## src/rtl/scatter8_64_if.sv

```systemverilog
// scatter8_64_if: producer offer, slot contents and consumer acks for the 1-to-8 scatter unit.
interface scatter8_64_if;
    logic             in_valid;
    logic             in_ready;
    logic [2:0]       in_sel;
    logic             in_bcast;
    logic [63:0]      in_data;
    logic [7:0][63:0] slot_data;
    logic [7:0]       slot_valid;
    logic [7:0]       slot_ack;
    logic [3:0]       occupancy;
    logic             bcast_pend;

    modport slave (
        input  in_valid, in_sel, in_bcast, in_data, slot_ack,
        output in_ready, slot_data, slot_valid, occupancy, bcast_pend
    );

    modport master (
        output in_valid, in_sel, in_bcast, in_data, slot_ack,
        input  in_ready, slot_data, slot_valid, occupancy, bcast_pend
    );
endinterface

```

## src/rtl/scatter8_64.sv

```systemverilog
// scatter8_64: registered 1-to-8 scatter of a 64-bit word into eight acknowledged holding slots.
module scatter8_64 (
    input logic          clk,
    input logic          reset,
    scatter8_64_if.slave bus
);
    logic [7:0][63:0] r_data;
    logic [7:0]       r_valid;
    logic [3:0]       r_occ;
    logic [7:0]       w_free;
    logic [7:0]       w_wr;
    logic [7:0]       w_nvalid;
    logic             w_ready;
    logic             w_xfer;
    logic [3:0]       w_ncnt;

    // A slot being acked this cycle is free, so a refill can pass straight through.
    always_comb begin
        w_free   = ~r_valid | bus.slot_ack;
        w_ready  = ~reset & (bus.in_bcast ? &w_free : w_free[bus.in_sel]);
        w_xfer   = bus.in_valid & w_ready;
        w_wr     = w_xfer ? (bus.in_bcast ? 8'hFF : 8'h01 << bus.in_sel) : 8'h00;
        w_nvalid = w_wr | (r_valid & ~bus.slot_ack);
        w_ncnt   = 4'd0;
        for (int i = 0; i < 8; i++) w_ncnt = w_ncnt + {3'd0, w_nvalid[i]};
    end

    always_ff @(posedge clk) begin
        if (reset) begin
            r_valid <= 8'h00;
            r_occ   <= 4'd0;
            r_data  <= '0;
        end else begin
            r_valid <= w_nvalid;
            r_occ   <= w_ncnt;
            for (int i = 0; i < 8; i++) if (w_wr[i]) r_data[i] <= bus.in_data;
        end
    end

    assign bus.in_ready   = w_ready;
    assign bus.bcast_pend = bus.in_valid & bus.in_bcast & ~w_ready;
    assign bus.slot_data  = r_data;
    assign bus.slot_valid = r_valid;
    assign bus.occupancy  = r_occ;
endmodule

```

## src/flat_wrapper.sv

```systemverilog
// flat-port wrapper written by rule: the top's interface ports become plain ports
module scatter8_64_flat 
  (clk, reset, bus_in_valid, bus_in_sel, bus_in_bcast, bus_in_data, bus_slot_ack, bus_in_ready, bus_slot_data, bus_slot_valid, bus_occupancy, bus_bcast_pend);
  scatter8_64_if bus_i ();
  input logic clk;
  input logic reset;
  input wire logic [$bits(bus_i.in_valid)-1:0] bus_in_valid;
  input wire logic [$bits(bus_i.in_sel)-1:0] bus_in_sel;
  input wire logic [$bits(bus_i.in_bcast)-1:0] bus_in_bcast;
  input wire logic [$bits(bus_i.in_data)-1:0] bus_in_data;
  input wire logic [$bits(bus_i.slot_ack)-1:0] bus_slot_ack;
  output wire logic [$bits(bus_i.in_ready)-1:0] bus_in_ready;
  output wire logic [$bits(bus_i.slot_data)-1:0] bus_slot_data;
  output wire logic [$bits(bus_i.slot_valid)-1:0] bus_slot_valid;
  output wire logic [$bits(bus_i.occupancy)-1:0] bus_occupancy;
  output wire logic [$bits(bus_i.bcast_pend)-1:0] bus_bcast_pend;
  assign bus_i.in_valid = bus_in_valid;
  assign bus_i.in_sel = bus_in_sel;
  assign bus_i.in_bcast = bus_in_bcast;
  assign bus_i.in_data = bus_in_data;
  assign bus_i.slot_ack = bus_slot_ack;
  assign bus_in_ready = bus_i.in_ready;
  assign bus_slot_data = bus_i.slot_data;
  assign bus_slot_valid = bus_i.slot_valid;
  assign bus_occupancy = bus_i.occupancy;
  assign bus_bcast_pend = bus_i.bcast_pend;
  scatter8_64 u_core (.clk(clk), .reset(reset), .bus(bus_i));
endmodule
```

## config.mk

```make
export PLATFORM = sky130hd
export DESIGN_NAME = scatter8_64_flat
export DESIGN_NICKNAME = d
export VERILOG_FILES = /design/src/rtl/scatter8_64_if.sv /design/src/rtl/scatter8_64.sv /design/src/flat_wrapper.sv
export SDC_FILE = /design/constraint.sdc
export NUM_CORES = 1
export LEC_CHECK = 0
export ABC_AREA = 1
export BUFFER_PORTS_ARGS = -buffer_cell sky130_fd_sc_hd__buf_2
export CORE_AREA = 2 2 238 240
export CTS_CLUSTER_DIAMETER = 80
export DETAILED_ROUTE_END_ITERATION = 6
export DIE_AREA = 0 0 240 242
export GPL_ROUTABILITY_DRIVEN = 0
export HOLD_SLACK_MARGIN = 0.06
export PLACE_DENSITY = 0.65
export SYNTH_ARGS = -nofsm -noshare
export SYNTH_HDL_FRONTEND = slang
export SYNTH_SLANG_ARGS = --single-unit
```

## constraint.sdc

```tcl
create_clock -name clk -period 4.15 [get_ports clk]
set_clock_uncertainty 0.2 [all_clocks]
set_input_delay 0.415 -clock clk [delete_from_list [all_inputs] [get_ports clk]]
set_output_delay 0.415 -clock clk [all_outputs]
set_load 0.02 [all_outputs]
```

# ---- After elaboration in Yosys (flattened, before gate mapping)
# Cells that the tools add are included.
# W data, S select, Z words.
dict set report word_totals {
  ff_bits 524
  word_cells 36
  output_inout_bits 526
  input_bits 79
}
dict set report classes {
  n_mux 5
  reduce_logical 1
  shifts 1
  n_lt_le_gt_ge 1
  addsub 7
  bitwise_logic 11
}
# op count
set ops {}
lappend ops {{$add A4 B1 Y4} 6}
lappend ops {{$mux W8} 2}
lappend ops {{$not A8 Y8} 2}
lappend ops {{$or A8 B8 Y8} 2}
lappend ops {{$and A8 B8 Y8} 1}
lappend ops {{$reduce_and A8 Y1} 1}
lappend ops {{$shl A1 B3 Y8 const A} 1}
lappend ops {{$and A1 B1 Y1} 4}
lappend ops {{$lt A3 B4 Y1 const B} 1}
lappend ops {{$bmux W1 S3} 1}
lappend ops {{$add A1 B1 Y2} 1}
lappend ops {{$mux W1} 2}
lappend ops {{$not A1 Y1} 2}

# ---- Longest topological paths before layout
dict set report depth {
  depth_word 16
  depth_mapped 19
  mapped_depth_nobuf 17
}

# ---- Least setup slack after synthesis
# Ideal clock, no wire load.
dict set report synth_path {
  path_type {in2reg}
  from {in bus_slot_ack[3]}
  to {reg u_core.r_occ[2] (netlist: u_core.bus.occupancy[2])}
  arrival_ps 3861
  setup_time_ps 128
  required_time_ps 3822
  stages 19
  path_buffers 2
  slack_ps -38
  path_cell_list {inv_1 nand2_1 nand2_1 nor2_1 nand2_1 a21oi_4 nand4_1 buf_2 buf_2 nand2_1 ha_1 fa_1 inv_1 fa_1 inv_1 fa_1 fa_1 xnor2_1 nor2_1}
}
dict set report synth_via {
  elab_chain_len 15
  word_cells_on_any_way 18
  cone_classes {add/sub (7); mux (4); bitwise (6); reduce/logical (1)}
}
# element line
set synth_rtl {}
lappend synth_rtl {{start: declaration} flat_wrapper.sv:11} ;# input wire logic [$bits(bus_i.slot_ack)-1:0] bus_slot_ack;
lappend synth_rtl {{$or A8 B8 Y8 *} scatter8_64.sv:19} ;# w_free = ~r_valid | bus.slot_ack;
lappend synth_rtl {{$bmux W1 S3} scatter8_64.sv:20} ;# w_ready = ~reset & (bus.in_bcast ? &w_free : w_free[bus.in_sel]);
lappend synth_rtl {{$mux W1 (implied by the code)} scatter8_64.sv:20}
lappend synth_rtl {{$mux W1 *} scatter8_64.sv:20}
lappend synth_rtl {{$and A1 B1 Y1 *} scatter8_64.sv:20}
lappend synth_rtl {{$and A1 B1 Y1 *} scatter8_64.sv:21} ;# w_xfer = bus.in_valid & w_ready;
lappend synth_rtl {{$mux W8 *} scatter8_64.sv:22} ;# w_wr = w_xfer ? (bus.in_bcast ? 8'hFF : 8'h01 << bus.in_sel) : 8'h00;
lappend synth_rtl {{$or A8 B8 Y8 *} scatter8_64.sv:23} ;# w_nvalid = w_wr | (r_valid & ~bus.slot_ack);
lappend synth_rtl {{named net u_core.w_nvalid[0]} scatter8_64.sv:12} ;# logic [7:0] w_nvalid;
lappend synth_rtl {{$add A1 B1 Y2 *} scatter8_64.sv:25} ;# for (int i = 0; i < 8; i++) w_ncnt = w_ncnt + {3'd0, w_nvalid[i]};
lappend synth_rtl {{$add A4 B1 Y4 * (6 in series)} scatter8_64.sv:25}
lappend synth_rtl {{end signal: assignment} scatter8_64.sv:35} ;# r_occ <= w_ncnt;
lappend synth_rtl {{end: declaration} scatter8_64.sv:9} ;# logic [3:0] r_occ;
# Mark *: on every way through the listed nets, which the timed path passes. The rest lies on a longest branch. The select of a mux whose other input is x is not followed.
# A chain may end at the register's enable or synchronous reset.

# ---- Worst setup path in the final report
dict set report layout_path {
  from {in bus_slot_ack[1]}
  to {reg u_core.r_occ[1] (netlist: u_core.bus.occupancy[1])}
}
dict set report layout_via {
  elab_chain_len 15
  word_cells_on_any_way 18
  cone_classes {add/sub (7); mux (4); bitwise (6); reduce/logical (1)}
}
# element line
set layout_rtl {}
lappend layout_rtl {{$or A8 B8 Y8 *} scatter8_64.sv:19}
lappend layout_rtl {{$bmux W1 S3} scatter8_64.sv:20}
lappend layout_rtl {{$mux W1 (implied by the code)} scatter8_64.sv:20}
lappend layout_rtl {{$mux W1 *} scatter8_64.sv:20}
lappend layout_rtl {{$and A1 B1 Y1 *} scatter8_64.sv:20}
lappend layout_rtl {{$and A1 B1 Y1 *} scatter8_64.sv:21}
lappend layout_rtl {{$mux W8 *} scatter8_64.sv:22}
lappend layout_rtl {{$or A8 B8 Y8 *} scatter8_64.sv:23}
lappend layout_rtl {{named net u_core.w_nvalid[0]} scatter8_64.sv:12}
lappend layout_rtl {{$add A1 B1 Y2 *} scatter8_64.sv:25}
lappend layout_rtl {{$add A4 B1 Y4 * (6 in series)} scatter8_64.sv:25}
lappend layout_rtl {{named net u_core.w_ncnt[1]} scatter8_64.sv:15} ;# logic [3:0] w_ncnt;
# Marked as above.

==> impl_results.md <==
* Status: finished, final reports clean
* Die Ht at 242 microns
* Post-synthesis sequential area ratio at 48.26%
* Warnings, synthesis at 0
* Detailed Routing Iterations Pass 1 at 7
* Minimum clock period at 3936 ps
* Final period utilization at a little over nine tenths
* CP Capture Type: flop
* Worst Path Required at 4480 ps
* Synthesized area at 21,740 sq um
* Slew HR at 39.13%
* Max-cap violations at 0
* Num CTS Buffers at 58
* Multi-input gate area at 8182 sq um
* Filler instances at 5,751
* Peak VDD IR at 0.2808 mV
* NumNets Final at 4,049
* Hpwl dp at between 40 and 50 mm
* Die Width at 240 microns
* Die ar. at 58,080 sq um
* Top cells by area, synth: dfxtp_1, nand2_1, nor2_1
* H-tree depth at 2
* Synthesized flop and latch total at 524
* Share of layout cells above drive strength 1 at 18.19%
* Syn Nets at 3,511
* Depth of the most critical reg-to-reg path at 16
* CP max FO at 5
* Remaining global-route overflow at 0
* Area growth syn-to-layout at 27.03%
* Post-route insts no fill at between 4,000 and 5,000
* Largest net degree at the start of global routing at about 140
* WL final at 67.11 mm
* Worst path arrival time at ~4300 ps
* Placed cell count at about 4,600
* Leakage at 16.57 nW
* Cells after Synth at 3,425
* Fin. max-slew vios at 0
* Most frequent cells in the layout: nand2_1, nor2_1, buf_2, inv_1, dfxtp_1
* GRT Total Usage at 22.29%
* Bufs on Longest Clock Path at 3
* TritonCTS Sinks at 524
* I/O pin cnt at 605
* CTS tree: done
* Starting DRT DRC Count at 1,177
* Clk slew on worst S/H paths at 60 ps
* Port Buffers at 604
* Storage element area at 10,490 sq um
* Kind of critical path: in -> reg
* Final setup TNS at 0 ps
* WHS Path Cells at 5
* Kind of start point of the critical path: input port
* Hold EP: u_core.bus.slot_valid[5]
* Hold Vio Cnt, Final at 0
* Starting Density at 39.00%
* Worst flop-to-flop path startpoint: u_core.bus.slot_valid[1]
* DRC viols at 0
* Syn Area/Cell at ~6.3 sq um
* Worst hold start: bus_slot_ack[5]
* Total number of vias at slightly above 20,000
* Fmax achieved at 254.1 MHz
* Cell row count at 87
* Post-synth top area cell: dfxtp_1
* Final Setup Violations at 0
* Worst min path class: in -> reg
* Post-synth cell types at 17
* Hold slack at 107.4 ps
* Final Util at 49.54%
* Skew-Pair Late Insertion Delay at 600 ps
* Detail Route Antenna Nets at 0
* Vias in the first global route at 18,152
* First-pass GRT wire length at 103.0 mm
* Top cell type's share of synthesized area at 48.26%
* Vias per cell at 4.259
* RR Endpoint: u_core.bus.occupancy[1]
* Core Area at 55,730 sq um
* Flop2flop setup slack at roughly 380 ps
* Commonest non-fill, non-tap cell in the layout: nand2_1
* Wire length per cell at 14.10 microns
* Cell Pwr Density at 455.3 nW/um^2
* Initial antenna violation count at 2
* Root Buffer: clkbuf_16
* Tightest Pin Transition at roughly 910 ps
[state kept, by name (all words and copies together), names as in the netlist]
signal                 count
u_core.bus.slot_valid      8
u_core.bus.slot_data     512
u_core.bus.occupancy       4
[report_power, final]
group | internal (mW) | switching (mW)
sequential | 5.35 | 0.146
combinational | 0.605 | 1.36
clock | 3.04 | 2.07
[metal layers]
layer	wire length, microns	track usage [%]	vias to the layer above
met5	16	0	-
met4	2778	9.408	2
met3	5580	6.552	140
met2	30040	35.56	644
met1	28690	27.95	8773
li1	-	-	10713
[layout make-up]
cell class | count | area share (%)
Timing Repair Buffer | 712 | 14.86
Antenna cell | 1 | 0.009063
Clock buffer | 84 | 6.086
Sequential cell | 524 | 37.99
Multi-Input combinational cell | 2134 | 29.63
Inverter | 533 | 7.273
Tap cell | 756 | 3.426
Clock inverter | 16 | 0.7160
[repair_timing]
action / 4_1_cts / 5_1_grt
endpoints found under the hold margin: 521 / 0
setup endpoints to repair: 0 / 2
setup buffers: 0 / 4
hold buffers: 77 / 0
gates resized for setup: 0 / 3
[through the flow]
stage | instance area [sq um] | power, mW | setup WS (ps)
after floorplan | 21740 | 6.866 | 17.44
after global placement | 24920 | 7.489 | 73.07
after detailed placement | 24920 | 7.507 | 63.24
after CTS | 27570 | 12.69 | 124.5
after global routing | 27610 | 13.15 | -22.43
final | 27610 | 12.57 | 214.2
[logic make-up (layout without fill, tap and decap cells)]
family | after synthesis | count (layout) | share of synthesized area, %
other cells | 0 | 1 | 0
buf+inv | 767 | 1345 | 14.14
compound gates | 16 | 16 | 0.4202
flops | 524 | 524 | 48.26
fa+ha+maj | 7 | 7 | 0.5411
xor+xnor | 1 | 1 | 0.04030
simple gates | 2110 | 2110 | 36.59
[critical path, cell delays in order]
cell           delay, ps
dlygate4sd3_1        540
buf_2                110
inv_1                 30
nand2_1              140
nand2_1               90
nor2_2               100
nand2_1               90
a21oi_4              180
nand4_1              120
nand2_1               90
ha_1                 240
fa_1                 480
inv_1                 50
fa_1                 490
inv_1                 60
fa_2                 400
fa_2                 520
inv_1                 30
nor2_1                80
[worst max path at each step]
stage | startpoint | to | slack, ps | cells after the start
global placement | bus_slot_ack[1] | u_core.bus.occupancy[1] | 70 | 18
finish | bus_slot_ack[1] | u_core.bus.occupancy[1] | 210 | 19
floorplan | bus_slot_ack[3] | u_core.bus.occupancy[1] | 20 | 19
detailed placement | bus_slot_ack[1] | u_core.bus.occupancy[1] | 60 | 18
global route | bus_slot_ack[6] | u_core.bus.occupancy[1] | -20 | 19
CTS | bus_slot_ack[6] | u_core.bus.occupancy[1] | 120 | 19
[synth_stat cells]
| cell | number |
|---|---|
| inv_1 | 532 |
| nand3_2 | 1 |
| nand2_1 | 1054 |
| nor2_1 | 1043 |
| fa_1 | 4 |
| a21oi_1 | 7 |
| a21oi_4 | 1 |
| xnor2_1 | 1 |
| clkbuf_1 | 78 |
| clkbuf_2 | 32 |
| inv_2 | 1 |
| dfxtp_1 | 524 |
| buf_2 | 124 |
| o21ai_0 | 8 |
| nand4_1 | 10 |
| nand3_1 | 2 |
| ha_1 | 3 |
Note: power is estimated with default switching activity, not from simulation.
